===== src/rtl/rob_channel_pkg.sv =====
// rtl/rob_channel_pkg.sv - shared mpc_types package: reorder channel types and defaults
package mpc_types;

    localparam int ROB_NUM_BANKS  = 4;
    localparam int ROB_DATA_W     = 128;
    localparam int ROB_FIFO_DEPTH = 4;

    typedef logic [$clog2(ROB_NUM_BANKS)-1:0] rob_bank_id_t;
    typedef logic [ROB_DATA_W-1:0]            rob_data_t;

endpackage


===== src/rtl/rob_bank_fifo.sv =====
// rtl/rob_bank_fifo.sv - per-bank sync FIFO with wrap-flag pointers and combinational head
module rob_bank_fifo #(
    parameter int DEPTH = 4,
    parameter int W     = 128
) (
    input  logic         clk,
    input  logic         rst_n,
    input  logic         push,
    input  logic         pop,
    input  logic [W-1:0] wdata,
    output logic [W-1:0] rdata,
    output logic         full,
    output logic         empty
);

    localparam int AW = $clog2(DEPTH);

    logic [AW:0]  wr_ptr;
    logic [AW:0]  rd_ptr;
    logic [W-1:0] mem [DEPTH];
    logic         do_push;
    logic         do_pop;

    // MSB is the wrap flag; pointers count modulo 2*DEPTH
    assign full    = (wr_ptr[AW-1:0] == rd_ptr[AW-1:0]) && (wr_ptr[AW] != rd_ptr[AW]);
    assign empty   = (wr_ptr == rd_ptr);
    assign do_push = push & ~full;
    assign do_pop  = pop & ~empty;
    assign rdata   = mem[rd_ptr[AW-1:0]];

    always_ff @(posedge clk or negedge rst_n) begin
        if (!rst_n) begin
            wr_ptr <= '0;
            rd_ptr <= '0;
        end else begin
            if (do_push) wr_ptr <= wr_ptr + 1'b1;
            if (do_pop)  rd_ptr <= rd_ptr + 1'b1;
        end
    end

    // Storage carries no reset: emptiness is defined purely by the pointers
    always_ff @(posedge clk) begin
        if (do_push) mem[wr_ptr[AW-1:0]] <= wdata;
    end

endmodule


===== src/rtl/rob_channel.sv =====
// rtl/rob_channel.sv - kob-ordered reorder responder; ROB_CHANNEL_BYPASS_EN enables empty-FIFO bypass
module rob_channel
    import mpc_types::*;
#(
    parameter int NUM_BANKS  = ROB_NUM_BANKS,
    parameter int DATA_W     = ROB_DATA_W,
    parameter int FIFO_DEPTH = ROB_FIFO_DEPTH
) (
    input  logic                              clk,
    input  logic                              rst_n,
    input  logic [NUM_BANKS-1:0]              bank_rsp_valid,
    output logic [NUM_BANKS-1:0]              bank_rsp_ready,
    input  logic [NUM_BANKS-1:0][DATA_W-1:0]  bank_rsp_data,
    input  logic                              kob_req,
    input  logic [$clog2(NUM_BANKS)-1:0]      kob_bank_id,
    output logic                              kob_ack,
    output logic                              rsp_valid,
    input  logic                              rsp_ready,
    output logic [DATA_W-1:0]                 rsp_data
);

    localparam int ID_W = $clog2(NUM_BANKS);

    logic [NUM_BANKS-1:0] full;
    logic [NUM_BANKS-1:0] empty;
    logic [NUM_BANKS-1:0] push;
    logic [NUM_BANKS-1:0] pop;
    logic [DATA_W-1:0]    head [NUM_BANKS];
    logic                 out_free;
    logic                 fifo_ack;
    logic                 bypass;
    logic [DATA_W-1:0]    load_data;

    assign bank_rsp_ready = ~full;
    assign out_free       = ~rsp_valid | rsp_ready;
    assign fifo_ack       = kob_req & ~empty[kob_bank_id] & out_free;

`ifdef ROB_CHANNEL_BYPASS_EN
    // Head bank has nothing buffered but is presenting the beat right now
    assign bypass    = kob_req & empty[kob_bank_id] & bank_rsp_valid[kob_bank_id] & out_free;
    assign load_data = bypass ? bank_rsp_data[kob_bank_id] : head[kob_bank_id];
`else
    assign bypass    = 1'b0;
    assign load_data = head[kob_bank_id];
`endif

    assign kob_ack = fifo_ack | bypass;

    for (genvar b = 0; b < NUM_BANKS; b++) begin : g_bank
        logic is_head;

        assign is_head = (kob_bank_id == ID_W'(b));
        assign push[b] = bank_rsp_valid[b] & ~full[b] & ~(bypass & is_head);
        assign pop[b]  = fifo_ack & is_head;

        rob_bank_fifo #(
            .DEPTH (FIFO_DEPTH),
            .W     (DATA_W)
        ) u_fifo (
            .clk   (clk),
            .rst_n (rst_n),
            .push  (push[b]),
            .pop   (pop[b]),
            .wdata (bank_rsp_data[b]),
            .rdata (head[b]),
            .full  (full[b]),
            .empty (empty[b])
        );
    end

    // A reload on kob_ack wins over the clear from a completed handshake
    always_ff @(posedge clk or negedge rst_n) begin
        if (!rst_n) begin
            rsp_valid <= 1'b0;
            rsp_data  <= '0;
        end else if (kob_ack) begin
            rsp_valid <= 1'b1;
            rsp_data  <= load_data;
        end else if (rsp_ready) begin
            rsp_valid <= 1'b0;
        end
    end

endmodule


===== config.mk =====
export PLATFORM = sky130hd
export DESIGN_NAME = rob_channel
export DESIGN_NICKNAME = d
export VERILOG_FILES = /design/src/rtl/rob_channel_pkg.sv /design/src/rtl/rob_bank_fifo.sv /design/src/rtl/rob_channel.sv
export SDC_FILE = /design/constraint.sdc
export NUM_CORES = 2
export LEC_CHECK = 0
export CAP_MARGIN = 25
export CORE_MARGIN = 1
export CORE_UTILIZATION = 25
export DETAILED_ROUTE_END_ITERATION = 10
export GPL_TIMING_DRIVEN = 0
export SLEW_MARGIN = 30
export SYNTH_ARGS = -nofsm -noshare
export SYNTH_HDL_FRONTEND = slang
export SYNTH_HIERARCHICAL = 1
export SYNTH_SLANG_ARGS = --single-unit

===== constraint.sdc =====
create_clock -name clk -period 9.4 [get_ports clk]
set_clock_uncertainty 0.05 [all_clocks]
set_input_delay 2.82 -clock clk [delete_from_list [all_inputs] [get_ports clk]]
set_output_delay 2.82 -clock clk [all_outputs]
set_load 0.005 [all_outputs]

== Word level (Yosys, flattened, before mapping) ==
Memory sizes are Yosys's and may differ from the RTL's.
Index checks and enable logic that the tools add are counted.

* Output and inout bits: 134
* Word-level logic and storage cells: 91
* Flip-flop bits (word level): 153
* Memory bits (writable): 2048
* Memories: 4

{| class="wikitable"
|+ Memory list
! memory !! words !! width !! rd ports !! clocked after memory_dff !! write ports !! line !! source
|-
| g_bank[0].u_fifo.mem || 4 || 128 || 1 || 0 || 1 || rob_bank_fifo.sv:20 || <nowiki>logic [W-1:0] mem [DEPTH];</nowiki>
|-
| g_bank[1].u_fifo.mem || 4 || 128 || 1 || 0 || 1 || rob_bank_fifo.sv:20 ||
|-
| g_bank[2].u_fifo.mem || 4 || 128 || 1 || 0 || 1 || rob_bank_fifo.sv:20 ||
|-
| g_bank[3].u_fifo.mem || 4 || 128 || 1 || 0 || 1 || rob_bank_fifo.sv:20 ||
|}

* Reductions and logical operators: 6
* Add/sub/neg operators: 8
* Multiplexer cells: 15
* Equality and inequality tests: 15
* Bitwise operators: 31
* $lt $le $gt $ge: 2

{| class="wikitable"
|+ Operator list
! kind !! number
|-
| 128-bit binary-select mux with 2-bit select || 1
|-
| 128-bit two-way mux || 2
|-
| 3-bit by 1-bit adder with 3-bit output (second input constant) || 8
|-
| 1-bit bitwise AND || 18
|-
| 3-bit equality test || 4
|-
| 1-bit two-way mux || 11
|-
| 1-bit NOT || 10
|-
| 2-bit equality test || 4
|-
| 2-bit equality test (second input constant) || 2
|-
| 1-bit logical AND || 4
|-
| 1-bit != test || 4
|-
| 4-bit NOT || 1
|-
| 3-bit >= comparator (second input constant) || 1
|-
| 2-bit by 3-bit less-than comparator with 1-bit output (second input constant) || 1
|-
| 2-bit NOT with 3-bit output || 1
|-
| 1-bit binary-select mux with 2-bit select || 1
|-
| 2-bit by 1-bit equality test with 1-bit output (second input constant) || 1
|-
| 2-bit logical NOT || 1
|-
| 2-bit nonzero test || 1
|-
| 1-bit OR || 1
|}

== Logic depth before layout (Yosys ltp) ==
* Depth after elaboration: 8
* Mapped depth: 9
* Mapped depth without buffers: 7

== Hierarchy ==
Netlist, hierarchy kept.

{| class="wikitable"
|+ By module, submodules not included
! module !! times used !! sequential area each (um2) !! cells an instance !! area each (um2)
|-
| rob_bank_fifo at g_bank[1].u_fifo ... || 3 || 15524.9 || 718 || 18979.5
|-
| rob_bank_fifo at g_bank[0].u_fifo || 1 || 15524.9 || 718 || 19007.0
|-
| rob_channel || 1 || 3228.1 || 448 || 7947.6
|}

== Least setup slack after synthesis ==
Ideal clock, no wire load.

* Path type: input to register
* Start point: input bank_rsp_valid[1]
* End point: memory g_bank[1].u_fifo.mem[3][0], enable pin
* Library setup time: 0.545 ns
* Stages: 3
* Data arrival time: 7.059 ns
* Slack: 1.746 ns
* Cell sequence: nor2b_1 -> nand2_1 -> a31oi_2

* Cells in the longest elaborated chain, start to end: 4

{| class="wikitable"
|+ Ends and longest elaborated chain
! what !! line !! source
|-
| start: declaration || rob_channel.sv:11 || <nowiki>input logic [NUM_BANKS-1:0] bank_rsp_valid,</nowiki>
|-
| 1-bit bitwise AND || rob_channel.sv:53 || <nowiki>assign push[b] = bank_rsp_valid[b] & ~full[b] & ~(bypass & is_head);</nowiki>
|-
| 1-bit bitwise AND || rob_bank_fifo.sv:27 || <nowiki>assign do_push = push & ~full;</nowiki>
|-
| 1-bit two-way mux || rob_bank_fifo.sv:43 || <nowiki>if (do_push) mem[wr_ptr[AW-1:0]] <= wdata;</nowiki>
|-
| 1-bit two-way mux (implied by the code) || rob_bank_fifo.sv:43 ||
|-
| end: declaration || rob_bank_fifo.sv:20 ||
|}

Every way passes these cells.

== Worst setup path after layout ==
* Start point: input kob_bank_id[1]
* End point: output kob_ack

* Cells in the longest elaborated chain, start to end: 5

{| class="wikitable"
|+ Ends and longest elaborated chain
! what !! line !! source
|-
| start: declaration || rob_channel.sv:15 || <nowiki>input logic [$clog2(NUM_BANKS)-1:0] kob_bank_id,</nowiki>
|-
| 1-bit binary-select mux with 2-bit select || rob_channel.sv:36 || <nowiki>assign fifo_ack = kob_req & ~empty[kob_bank_id] & out_free;</nowiki>
|-
| 1-bit two-way mux (implied by the code) || rob_channel.sv:36 ||
|-
| 1-bit NOT || rob_channel.sv:36 ||
|-
| 1-bit bitwise AND (2 in series) || rob_channel.sv:36 ||
|-
| end: declaration || rob_channel.sv:16 || <nowiki>output logic kob_ack,</nowiki>
|}

Every way passes these cells. The select of a mux whose other input is x is not followed.

==> results.txt <==
----------------------------------------------------
[Synth]
  Synth Instances ... 3320
  Synthesized flop and latch total ... 2201
  Ys flop type ... edfxtp_1
  Post-synthesis cell area ... 83890 sq um
  Ys Warns ... 6
  Seq/Total Area, Yosys ... 77.87%
  Cell taking the most area after synthesis ... edfxtp_1
  Post-Synthesis Net Count ... 3862
  Count of cell types in the netlist ... 40
  Share of the synthesized area in the top cell type ... 73.31%
  Count of flip-flops with a built-in enable after synthesis ... 2048
  Post-Synthesis Mean Instance Area ... 25.27 sq um
  Share of flip-flops with an asynchronous set or reset after synthesis ... 6.951%
  Most common library cells after synthesis ... edfxtp_1, mux4_2, dfrtp_1
  Most used standard cell by instance count after synthesis ... edfxtp_1
  Leading cell types by total area after synthesis ... edfxtp_1, mux4_2, dfrtp_1, mux2_1, buf_6

[Routing]
  Residual antenna-violating net count after detailed routing ... 0
  Final routed wire length divided by cell count ... 27.88 um
  Routed Wire Length ... 249.6 mm
  Detailed-routing iteration count for the pre-antenna-repair pass ... 7
  Post-DR vias/cell ... 4.487
  Detailed-route via count ... 40.17k
  Drt drc ... 0
  Drt first-iter violations ... 3663

[Timing]
  Remaining max-slew budget at the tightest pin ... 31.92%
  Ratio of final minimum period to clock period ... 86.40%
  Fin. max-slew vios ... 0
  Least-Margin Pin Slew ... 1.021 ns
  Upper clock frequency limit ... 123.1 MHz
  RSZ-0062 raised after global routing ... false
  Worst hold margin ... 0.4370 ns
  Hold Vio Cnt, Final ... 0
  Setup violators final ... 0
  Final critical path time including I/O delays and setup ... 8.122 ns

[Clock network]
  Clock insertion delay at the later pin of the skew report ... 0.91 ns
  Num Clock Sinks ... 2201
  Number of H-tree levels ... 4
  Post-CTS setup repair buffer count ... 0
  Number of CTS-inserted buffers ... 237
  CTS tree ... done
  Buffer levels on the longest clock path ... 4
  Post-cts hold buffer count ... 0
  Count of instances resized after the clock tree is built ... 0
  Clock transition at path regs ... 0.06 ns
  CTS Root Cell ... clkbuf_16

[Global route]
  Antenna violations before repair ... 112
  Wire length of the first global-routing pass ... 339.5 mm
  Via count of the first global-routing pass ... 41.98k
  Global route overflow ... 0
  Pin count of the biggest net entering global routing ... 50
  Overall routing resource usage ... 14.48%

[Setup path]
  Crit path launch type ... primary input
  Critical Setup Path Class ... primary input to output port
  Startpoint of the worst setup timing path ... kob_bank_id[1]
  Data required time at the worst endpoint ... 6.53 ns
  Critical path fanouts, max ... 10
  Endpoint type of the worst setup path ... output port
  Signal arrival time at the worst endpoint ... 5.25 ns
  Reg2Reg Launch Point ... g_bank[0].u_fifo/rd_ptr[1]$_DFFE_PN0P_

[Floorplan]
  DIE WIDTH ... 581.3 um
  Count of boundary I/O pins ... 656
  Total die area ... 337900 sq um
  Vertical die dimension ... 581.3 um
  Cell Rows ... 212
  Standard cell core area ... 333700 sq um
  Initial standard-cell utilization of the core ... 25.14%

[Power and ir drop]
  Gate power share ... 28.6%
  Cell internal pwr ... 23.29 mW
  Net Sw Power ... 9.433 mW
  Power per Cell Area ... 307.1 nW/um^2
  Power after layout ... 32.72 mW
  Worst voltage drop across the vdd grid ... 0.1945 mV
  Clock share of power ... 29.1%
  Static Leak ... 33.73 nW
  Sequential power share ... 42.3%
  Net switching fraction of the power ... 28.83%

[Finish]
  Final #Nets ... 4858
  Layout fillers ... 31.49k
  Area occupied by multi-input gates ... 17350 sq um
  Area growth, synth to finish ... 27.01%
  Total area of sequential cells ... 65330 sq um
  Layout cells sized above 1 ... 29.22%

[Placed design]
  Count of buffers from port buffering ... 653
  Placer's final routability congestion estimate ... 0.7097
  Hpwl dp ... 178.0 mm

[Hold path]
  Path category of the worst min-delay check ... register to register
  Hold Crit Start ... rsp_data[19]$_DFFE_PN0P_

[Outcome]
  Status ... finished, final reports clean

[Flow run]
  MaxCap Viol Count ... 0

----------------------------------------------------
## area by class of cell
cell class	instances	area share, %
timing repair buffer	757	8.354
buffer	164	1.177
tap	4387	5.151
sequential	2201	61.31
inverter	21	0.07398
clock buffer	333	6.265
clock inverter	114	1.289
antenna	42	0.09864
multi-input combinational	934	16.28
## registers in the layout, indices dropped and copies added, names as in the netlist
register and count:
g_bank.u_fifo/mem 2048, g_bank.u_fifo/rd_ptr 12, g_bank.u_fifo/wr_ptr 12, rsp_data 128, rsp_valid 1
## final timing paths
| path | end | slack, ns | depth (start not counted) |
|---|---|---|---|
| setup / recovery | kob_ack | 1.28 | 6 |
| hold reg to reg | rsp_data[19]$_DFFE_PN0P_ | 0.44 | 1 |
| min in group asynchronous | rsp_data[122]$_DFFE_PN0P_ | 1.77 | 1 |
| max in group asynchronous | rsp_data[54]$_DFFE_PN0P_ | 6.49 | 3 |
| setup reg to reg | g_bank[0].u_fifo/mem[3][55]$_DFFE_PP_ | 5.33 | 13 |
| hold / removal | rsp_data[19]$_DFFE_PN0P_ | 0.44 | 1 |
## routing by layer
| layer | share of wire [%] | global-route usage, % | up-vias | wire length, um |
|---|---|---|---|---|
| li1 | - | - | 16430 | - |
| met1 | 41 | 18.60 | 21750 | 102600 |
| met2 | 48 | 23.73 | 1469 | 120100 |
| met3 | 7.8 | 3.915 | 431 | 19530 |
| met4 | 2.8 | 4.594 | 90 | 6928 |
| met5 | 0.22 | 0 | - | 546 |
## cell usage in the layout, fill, tap and decap left out, types with 19 or more instances in the layout
cell type,Yosys,routed
edfxtp_1,2048,2048
clkdlybuf4s50_1,0,652
mux4_2,641,641
clkbuf_16,0,240
dfrtp_1,153,153
mux2_1,100,100
clkbuf_1,25,75
buf_2,63,67
buf_6,59,59
buf_16,0,57
diode_2,0,42
clkinv_2,0,41
clkbuf_8,0,32
buf_8,0,31
mux2_2,28,28
bufinv_16,0,22
inv_1,21,21
buf_12,4,21
ha_1,20,20
xnor2_1,19,19
## metrics by stage
step	cell area, sq um	setup slack (ns)	cells	setup TNS (ns)	util, %
4_1_cts	106400	1.120	8911	0	31.90
3_5_place_dp	98400	1.118	8464	0	29.49
2_1_floorplan	83890	1.746	3320	0	-
6_report	106600	1.278	8953	0	31.93
3_3_place_gp	95920	-4.712	8360	-5700.99	28.74
5_1_grt	106500	1.110	8932	0	31.92
## kinds of logic (layout without fill, tap and decap cells)
logic type / after synthesis / after routing / share of synthesized area [%]
flip-flops: 2201 / 2201 / 77.87
AO/OA/AOI/OAI: 53 / 53 / 0.4683
other: 0 / 42 / 0
AND/OR/NAND/NOR: 56 / 56 / 0.3729
buffers and inverters: 185 / 1389 / 1.554
multiplexers: 769 / 769 / 18.93
adder cells (fa/ha/maj): 20 / 20 / 0.2983
XOR/XNOR: 36 / 36 / 0.5101
## worst max-delay path, cell delays in order
cell and delay [ns]:
clkbuf_1 0.57, mux4_2 0.44, nor3b_2 0.24, buf_4 0.38, buf_6 0.23, clkdlybuf4s50_1 0.52
## power by group through the flow
stage / clock network, mW / registers, mW / logic (mW)
2_1_floorplan: 0 / 14.1 / 5.24
3_3_place_gp: 0 / 14.7 / 8.85
3_5_place_dp: 0 / 14.0 / 9.62
4_1_cts: 9.76 / 13.9 / 9.67
5_1_grt: 10.1 / 14.0 / 9.95
6_report: 9.54 / 13.8 / 9.35
Power figures use the tool's default switching activity.
